File: src/rtl/host_seq.sv
// host_seq: host-side job sequencer for the corelet.
//
// One job is: stream W_WORDS weight words into W SRAM, stream ACT_WORDS
// activation words into ACT SRAM, hand the SRAMs to the corelet with a
// seq_begin pulse, wait for seq_done, then drain OP_WORDS 128-bit results
// out of OP SRAM one word at a time through a valid/ready stream.
//
// Optional feature: define HOST_SEQ_TIMEOUT_EN to add a 12-bit RUN watchdog.
// With it, a corelet that never answers sets the sticky err flag after
// 4095 RUN cycles and the job ends without draining. Without it, RUN waits
// indefinitely and err is tied low.

module host_seq #(
    parameter int ACT_WORDS = 36,
    parameter int W_WORDS   = 72,
    parameter int OP_WORDS  = 16
) (
    input  logic         clk,
    input  logic         reset,

    input  logic         start,
    output logic         busy,
    output logic         job_done,

    input  logic         in_valid,
    output logic         in_ready,
    input  logic [31:0]  in_data,

    output logic [31:0]  W_d,
    output logic [6:0]   W_addr,
    output logic         W_cen,
    output logic         W_wen,

    output logic [31:0]  ACT_d,
    output logic [6:0]   ACT_addr,
    output logic         ACT_cen,
    output logic         ACT_wen,

    output logic         host_sel,

    output logic         seq_begin,
    input  logic         seq_done,

    input  logic [127:0] OP_q,
    output logic [3:0]   OP_addr,
    output logic         OP_cen,
    output logic         OP_wen,

    output logic         out_valid,
    input  logic         out_ready,
    output logic [127:0] out_data,

    output logic         err
);

    // ------------------------------------------------------------------
    // State encoding
    // ------------------------------------------------------------------
    localparam logic [2:0] S_IDLE     = 3'd0;
    localparam logic [2:0] S_LOAD_W   = 3'd1;
    localparam logic [2:0] S_LOAD_ACT = 3'd2;
    localparam logic [2:0] S_RUN      = 3'd3;
    localparam logic [2:0] S_RD_REQ   = 3'd4;
    localparam logic [2:0] S_RD_WAIT  = 3'd5;
    localparam logic [2:0] S_RD_HOLD  = 3'd6;

    // Last index of each transfer, sized to the shared word counter.
    localparam logic [6:0] W_LAST   = 7'(W_WORDS - 1);
    localparam logic [6:0] ACT_LAST = 7'(ACT_WORDS - 1);
    localparam logic [6:0] OP_LAST  = 7'(OP_WORDS - 1);

    logic [2:0]   state;
    logic [2:0]   state_nxt;
    logic [6:0]   cnt;
    logic [6:0]   cnt_nxt;
    logic         seq_begin_nxt;
    logic         job_done_nxt;
    logic         seq_begin_r;
    logic         job_done_r;
    logic [127:0] out_data_r;

    logic         accept;
    logic         w_write;
    logic         act_write;
    logic         in_load;
    logic         in_drain;
    logic         out_fire;
    logic         run_timeout;

    // ------------------------------------------------------------------
    // Decoded handshakes
    // ------------------------------------------------------------------
    assign in_load   = (state == S_LOAD_W) || (state == S_LOAD_ACT);
    assign in_drain  = (state == S_RD_REQ) || (state == S_RD_WAIT) ||
                       (state == S_RD_HOLD);
    assign accept    = in_valid && in_load;
    assign w_write   = accept && (state == S_LOAD_W);
    assign act_write = accept && (state == S_LOAD_ACT);
    assign out_fire  = (state == S_RD_HOLD) && out_ready;

`ifdef HOST_SEQ_TIMEOUT_EN
    logic [11:0] wd_cnt;

    // The watchdog counts consecutive RUN cycles; on the 4095th RUN cycle
    // without seq_done the job is abandoned.
    assign run_timeout = (state == S_RUN) && !seq_done && (wd_cnt == 12'd4094);

    // Watchdog counter restarts every time RUN is left so each job gets a
    // full window.
    always_ff @(posedge clk or posedge reset) begin
        if (reset) begin
            wd_cnt <= 12'd0;
        end else if (state == S_RUN) begin
            wd_cnt <= wd_cnt + 12'd1;
        end else begin
            wd_cnt <= 12'd0;
        end
    end

    // err is sticky: only reset clears a timeout indication.
    always_ff @(posedge clk or posedge reset) begin
        if (reset) begin
            err <= 1'b0;
        end else if (run_timeout) begin
            err <= 1'b1;
        end
    end
`else
    assign run_timeout = 1'b0;
    assign err         = 1'b0;
`endif

    // Next-state, counter and pulse decode for the job sequence.
    always_comb begin
        state_nxt     = state;
        cnt_nxt       = cnt;
        seq_begin_nxt = 1'b0;
        job_done_nxt  = 1'b0;
        case (state)
            S_IDLE: begin
                if (start) begin
                    state_nxt = S_LOAD_W;
                    cnt_nxt   = 7'd0;
                end
            end
            S_LOAD_W: begin
                if (accept) begin
                    if (cnt == W_LAST) begin
                        state_nxt = S_LOAD_ACT;
                        cnt_nxt   = 7'd0;
                    end else begin
                        cnt_nxt = cnt + 7'd1;
                    end
                end
            end
            S_LOAD_ACT: begin
                if (accept) begin
                    if (cnt == ACT_LAST) begin
                        state_nxt     = S_RUN;
                        cnt_nxt       = 7'd0;
                        seq_begin_nxt = 1'b1;
                    end else begin
                        cnt_nxt = cnt + 7'd1;
                    end
                end
            end
            S_RUN: begin
                if (seq_done) begin
                    state_nxt = S_RD_REQ;
                    cnt_nxt   = 7'd0;
                end else if (run_timeout) begin
                    state_nxt    = S_IDLE;
                    cnt_nxt      = 7'd0;
                    job_done_nxt = 1'b1;
                end
            end
            S_RD_REQ: begin
                state_nxt = S_RD_WAIT;
            end
            S_RD_WAIT: begin
                state_nxt = S_RD_HOLD;
            end
            S_RD_HOLD: begin
                if (out_fire) begin
                    if (cnt == OP_LAST) begin
                        state_nxt    = S_IDLE;
                        cnt_nxt      = 7'd0;
                        job_done_nxt = 1'b1;
                    end else begin
                        state_nxt = S_RD_REQ;
                        cnt_nxt   = cnt + 7'd1;
                    end
                end
            end
            default: begin
                state_nxt = S_IDLE;
                cnt_nxt   = 7'd0;
            end
        endcase
    end

    // State, word counter and the two registered one-cycle pulses.
    always_ff @(posedge clk or posedge reset) begin
        if (reset) begin
            state       <= S_IDLE;
            cnt         <= 7'd0;
            seq_begin_r <= 1'b0;
            job_done_r  <= 1'b0;
        end else begin
            state       <= state_nxt;
            cnt         <= cnt_nxt;
            seq_begin_r <= seq_begin_nxt;
            job_done_r  <= job_done_nxt;
        end
    end

    // OP SRAM has one cycle of read latency, so the word requested in
    // RD_REQ is on OP_q during RD_WAIT and is held here until accepted.
    always_ff @(posedge clk or posedge reset) begin
        if (reset) begin
            out_data_r <= 128'd0;
        end else if (state == S_RD_WAIT) begin
            out_data_r <= OP_q;
        end
    end

    // ------------------------------------------------------------------
    // Status and stream outputs
    // ------------------------------------------------------------------
    assign busy      = (state != S_IDLE);
    assign host_sel  = in_load || in_drain;
    assign in_ready  = in_load;
    assign seq_begin = seq_begin_r;
    assign job_done  = job_done_r;
    assign out_valid = (state == S_RD_HOLD);
    assign out_data  = out_data_r;

    // ------------------------------------------------------------------
    // SRAM ports: strobes are active-low and only pulse on an accepted
    // word; address and data are zero whenever the port is not in use.
    // ------------------------------------------------------------------
    assign W_cen    = ~w_write;
    assign W_wen    = ~w_write;
    assign W_addr   = (state == S_LOAD_W) ? cnt : 7'd0;
    assign W_d      = w_write ? in_data : 32'd0;

    assign ACT_cen  = ~act_write;
    assign ACT_wen  = ~act_write;
    assign ACT_addr = (state == S_LOAD_ACT) ? cnt : 7'd0;
    assign ACT_d    = act_write ? in_data : 32'd0;

    assign OP_cen   = ~(state == S_RD_REQ);
    assign OP_wen   = 1'b1;
    assign OP_addr  = in_drain ? cnt[3:0] : 4'd0;

endmodule
File: config.mk
export PLATFORM = sky130hd
export DESIGN_NAME = host_seq
export DESIGN_NICKNAME = d
export VERILOG_FILES = /design/src/rtl/host_seq.sv
export SDC_FILE = /design/constraint.sdc
export NUM_CORES = 1
export LEC_CHECK = 0
export ABC_AREA = 1
export BUFFER_PORTS_ARGS = -buffer_cell sky130_fd_sc_hd__clkbuf_2
export CORE_AREA = 2 2 150 152
export DETAILED_ROUTE_END_ITERATION = 6
export DIE_AREA = 0 0 152 154
export SLEW_MARGIN = 10
export SYNTH_ARGS = -nofsm -noshare
export SYNTH_HDL_FRONTEND = slang
export SYNTH_SLANG_ARGS = --single-unit
File: constraint.sdc
create_clock -name clk -period 4.4 [get_ports clk]
set_clock_uncertainty 0.15 [all_clocks]
set_input_delay 0.44 -clock clk [delete_from_list [all_inputs] [get_ports clk]]
set_output_delay 0.44 -clock clk [all_outputs]
set_load 0.03 [all_outputs]
# Yosys cells after proc, flatten, opt, wreduce, memory -nomap -nowiden

Cells that the tools add are included.

Flip-flop bits (word level): 140
Bits of input ports: 166
Output and inout bits: 223
Word-level logic and storage cells: 68

Add/sub/neg operators: 1
Equal/unequal tests: 16
Muxes and demuxes: 29
Bitwise operators: 4
Reduce and logical (&&, ||, !) cells: 13

Operator list:

| cell                                                                    | count |
|---|---|
| 7-bit 2-to-1 mux                                                        | 10 |
| 32-bit 2-to-1 mux                                                       | 2 |
| 7-bit case mux with 6 select lines                                      | 1 |
| 3-bit 2-to-1 mux                                                        | 8 |
| 3-bit case mux with 7 select lines                                      | 1 |
| 3-bit == test, second input constant                                    | 3 |
| 2-bit inequality test, second input constant                            | 4 |
| 7-bit by 1-bit adder with 7-bit output, second input constant           | 1 |
| 7-bit by 4-bit == test with 1-bit output, second input constant         | 1 |
| 7-bit by 6-bit == test with 1-bit output, second input constant         | 1 |
| 7-bit == test, second input constant                                    | 1 |
| 7-bit AND reduction                                                     | 1 |
| 3-bit by 2-bit == test with 1-bit output, second input constant         | 2 |
| 1-bit 2-to-1 mux                                                        | 6 |
| 2-bit by 1-bit inequality test with 1-bit output, second input constant | 3 |
| 6-bit AND reduction                                                     | 1 |
| 1-bit logical AND                                                       | 4 |
| 1-bit logical OR                                                        | 4 |
| 4-bit 2-to-1 mux                                                        | 1 |
| 1-bit inverter                                                          | 4 |
| 3-bit by 1-bit == test with 1-bit output, second input constant         | 1 |
| 3-bit zero test                                                         | 1 |
| 3-bit nonzero test                                                      | 1 |
| 2-bit OR reduction                                                      | 1 |

# Depth between registers and ports, before layout

Depth in word-level cells: 5
Depth in mapped cells: 10
Mapped depth without buffers: 10

# Worst setup path after synthesis

Ideal clock, no wire load.

Path type: reg2out
Start point: register state[2]
End point: output port W_d[22]
Data arrival time: 1.620 ns
Data required time: 3.810 ns
Setup slack: 2.190 ns
Cell stages (with the launch flop): 6
Buffers on the path: 2
Path through: dfrtp_1 buf_4 nor3_4 nand2_1 buf_2 nor2_1

Cells in the longest elaborated chain, start to end: 5
Elaborated cells on any way between the ends: 6
Classes of those cells: eq/ne: 2; mux: 1; reduce/logical: 3

Ends and longest elaborated chain:

| element                                                                                                     | RTL line | source |
|---|---|---|
| from (decl)                                                                                                 | 72       | `logic [2:0] state;` |
| from (signal assigned)                                                                                      | 210      | `state <= state_nxt;` |
| 3-bit by 1-bit == test with 1-bit output / 3-bit by 2-bit == test with 1-bit output (equally long branches) | 93, 97   |  |
| 1-bit logical OR                                                                                            | 93       | `assign in_load = (state == S_LOAD_W) \|\| (state == S_LOAD_ACT);` |
| 1-bit logical AND                                                                                           | 96       | `assign accept = in_valid && in_load;` |
| 1-bit logical AND (*)                                                                                       | 97       | `assign w_write = accept && (state == S_LOAD_W);` |
| 32-bit 2-to-1 mux (*)                                                                                       | 245      | `assign W_d = w_write ? in_data : 32'd0;` |
| to (decl)                                                                                                   | 29       | `output logic [31:0] W_d,` |

Mark *: on every way between the ends. The rest lies on a longest branch, timed or not.

# Worst setup path after layout

Start point: register state[0]
End point: output port ACT_d[18]

Cells in the longest elaborated chain, start to end: 5
Elaborated cells on any way between the ends: 6
Classes of those cells: eq/ne: 2; mux: 1; reduce/logical: 3

Ends and longest elaborated chain:

| element                                                                                                     | RTL line | source |
|---|---|---|
| 3-bit by 1-bit == test with 1-bit output / 3-bit by 2-bit == test with 1-bit output (equally long branches) | 93, 98   |  |
| 1-bit logical OR                                                                                            | 93       |  |
| 1-bit logical AND                                                                                           | 96       |  |
| 1-bit logical AND (*)                                                                                       | 98       | `assign act_write = accept && (state == S_LOAD_ACT);` |
| 32-bit 2-to-1 mux (*)                                                                                       | 250      | `assign ACT_d = act_write ? in_data : 32'd0;` |
| to (decl)                                                                                                   | 34       | `output logic [31:0] ACT_d,` |

Marks and branches as above.

==> impl_metrics.tcl <==
set metrics [dict create \
    netlist_area_mm2 0.00622 \
    r2r_end "out_data[17]" \
    drive_gt1_share_pct 57.6 \
    cp.arrival_ns 2.61 \
    grt_pass1_wl_um 27600 \
    clock-root-buffer "clkbuf_16" \
    layout_commonest_cell "clkbuf_2" \
    yosys-top-cells-area "dfrtp_1 56%, mux2_2 20%, nor2_1 5.9%" \
    synth.top_cell.area_share_pct 56.3 \
    post_cts_resized 0 \
    synth_cells 558 \
    clock_path_buffers 2 \
    grt_max_degree 99 \
    port-buffer-count 386 \
    clk_pin_slew_ns 0.07 \
    die_y_um 154 \
    crit_chain "inv_2 > nand2_2 > nor2_4 > nand2_1 > nor2_1 > clkbuf_2" \
    p_clk_share_pct 20.6 \
    rsz0062_at_grt "no" \
    ff2ff_setup_slack_ns 1.87 \
    gr-usage-all-layers_pct 14.8 \
    fill_cells 2164 \
    overflow 0 \
    cts_htree_levels 4 \
    critical_path_class "reg2out" \
    ys_ff_latch 140 \
    drt_iter0_markers 206 \
    io_pins 389 \
    syn_nets 725 \
    cp_slowest_cell "nand2_1" \
    final_cell_mix "386 x clkbuf_2, 140 x dfrtp_1, 110 x mux2_2" \
    fin_crit_sh_pct 72.8 \
    p_comb_share_pct 48.0 \
    cts_buffers 17 \
    max_freq_ghz 0.312 \
    power.density_mw_per_mm2 799 \
    setup_viol_count_final 0 \
    clkSinkCount 140 \
    postCtsSetupBuffers 0 \
    maxCapViolCount 0 \
    crit_fanout 35 \
    multiInputGateArea_mm2 0.00233 \
    cp.required_ns 3.81 \
    synth.distinct_cells 25 \
    rr_startpoint "state[2]" \
    seq_area_frac_synth_pct 56.3 \
    regArea_mm2 0.00350 \
    p_int_mw 3.87 \
    die_width_um 152 \
    rows 54 \
    design.core.area_mm2 0.0217 \
    hold_slack_ns 0.0434 \
    gp_congestion 0.836 \
    worstSetupEndpoint "ACT_d[18]" \
    seqPwrFrac_pct 31.4 \
    slew_violations 0 \
    worstSkewPairLatency_ns 0.41 \
    drc 0 \
    area_growth_pct 44.4 \
    fin_crit_ns 3.20 \
    final_nets 1105 \
    maxSlewHeadroom_pct 23.7 \
    ir_drop_v 0.000404 \
    antenna_found_initial 0 \
    hold_viol_final 0 \
    cp_slowest_stage_delay_ns 0.68 \
    dr.pass1.iters 4 \
    hp-class "in2async" \
    fin_tns_setup_ns 0 \
    synth.avg_cell_area_um2 11.1 \
    tritoncts "yes" \
    p_sw_mw 3.30 \
    worst_setup_path_start_kind "register" \
    p_leak_nw 4.87 \
    end_kind "primary output" \
    drtAntennaViolNets 0 \
    total_power_mw 7.17 \
    status "complete, no violations" \
    postCtsHoldBufs 0 \
    synth_warnings 0 \
    die_area_mm2 0.0234 \
    wirelength_um 17500 \
    grt_pass1_vias 5280 \
    dp_hpwl_um 13400 \
    yosys.area.top_type "dfrtp_1" \
    via_count 5302 \
    switching_share_pct 46.1 \
    tightest_slew_ns 1.14 \
    initial_core_util_pct 28.7 \
    startpoint "state[0]" \
    wl_per_cell_um 14.2 \
    avgViaCountPerCell 4.30 \
    reg2regPathDepth 3 \
]
-- cells by family (layout without fill, tap and decap cells) --
kind of cell	after synthesis	after routing	share of synthesized area, %
compound gates	4	4	0.322
fa+ha+maj	1	1	0.201
buf+inv	86	479	6.32
flops	140	140	56.3
mux	128	128	23.2
other cells	2	3	0.121
simple gates	197	197	13.5
-- registers in the layout, indices dropped and copies added, names as in the netlist --
register / cells
job_done: 1
out_data: 128
cnt: 7
seq_begin: 1
state: 3
-- power by group through the flow --
stage	clock, mW	sequential [mW]	combinational [mW]
floorplan	0	3.45	1.23
global placement	0	2.25	3.46
detailed placement	0	2.27	3.48
CTS	1.52	2.26	3.49
global route	1.58	2.35	3.66
finish	1.48	2.25	3.44
-- synthesized netlist by cell type --
cell	number
nand2_1	61
nand2_4	1
nand3b_1	1
nand3_2	1
nor4_1	1
nor2_1	97
buf_2	8
a21oi_1	1
dfrtp_1	140
conb_1	2
nand3_1	21
nor2_2	1
nand2_2	3
o21ai_0	2
clkbuf_1	4
mux2_2	110
inv_2	7
buf_4	16
ha_1	1
inv_1	51
o21ai_1	1
mux2_1	18
nor2_4	2
nor3_4	1
nand4_1	7
-- worst max-delay path, delay by kind of cell, from the launching register on --
kind	cells	cell delay, ns
and+or+nand+nor	4	1.33
DFF	1	0.47
buffers and inverters	2	0.39
-- worst min-delay path by stage --
stage | to | slack, ns
2_1_floorplan | cnt[6] | 0.36
3_3_place_gp | out_data[99] | 0.33
3_5_place_dp | out_data[12] | 0.33
4_1_cts | out_data[101] | 0.07
5_1_grt | out_data[101] | 0.07
6_report | out_data[57] | 0.04
-- per-layer routing --
| metal | global-route usage, % | wire length [um] | vias to the layer above |
|---|---|---|---|
| met1 | 15.6 | 6520 | 2477 |
| met3 | 6.17 | 1650 | 23 |
| li1 | - | - | 2552 |
| met5 | 0 | 0 | - |
| met4 | 5.92 | 374 | 0 |
| met2 | 26.2 | 8930 | 250 |
-- per-stage QoR --
| stage | std cells | setup WS (ns) | util (%) | area, um2 |
|---|---|---|---|---|
| final | 1232 | 1.20 | 41.4 | 8980 |
| after global routing | 1231 | 0.913 | 41.4 | 8980 |
| after CTS | 1231 | 1.18 | 41.4 | 8980 |
| after global placement | 1199 | 1.72 | 38.6 | 8370 |
| after detailed placement | 1199 | 1.62 | 38.6 | 8370 |
| after floorplan | 558 | 0.0571 | - | 6220 |
-- cell type report --
class | count | share of cell area, %
Clock buffer | 17 | 4.74
Sequential cell | 140 | 39.0
Inverter | 58 | 2.48
Clock inverter | 15 | 2.01
Tap cell | 280 | 3.90
Timing Repair Buffer | 389 | 21.9
Antenna cell | 1 | 0.0279
Multi-Input combinational cell | 332 | 25.9
Power figures use the tool's default switching activity.
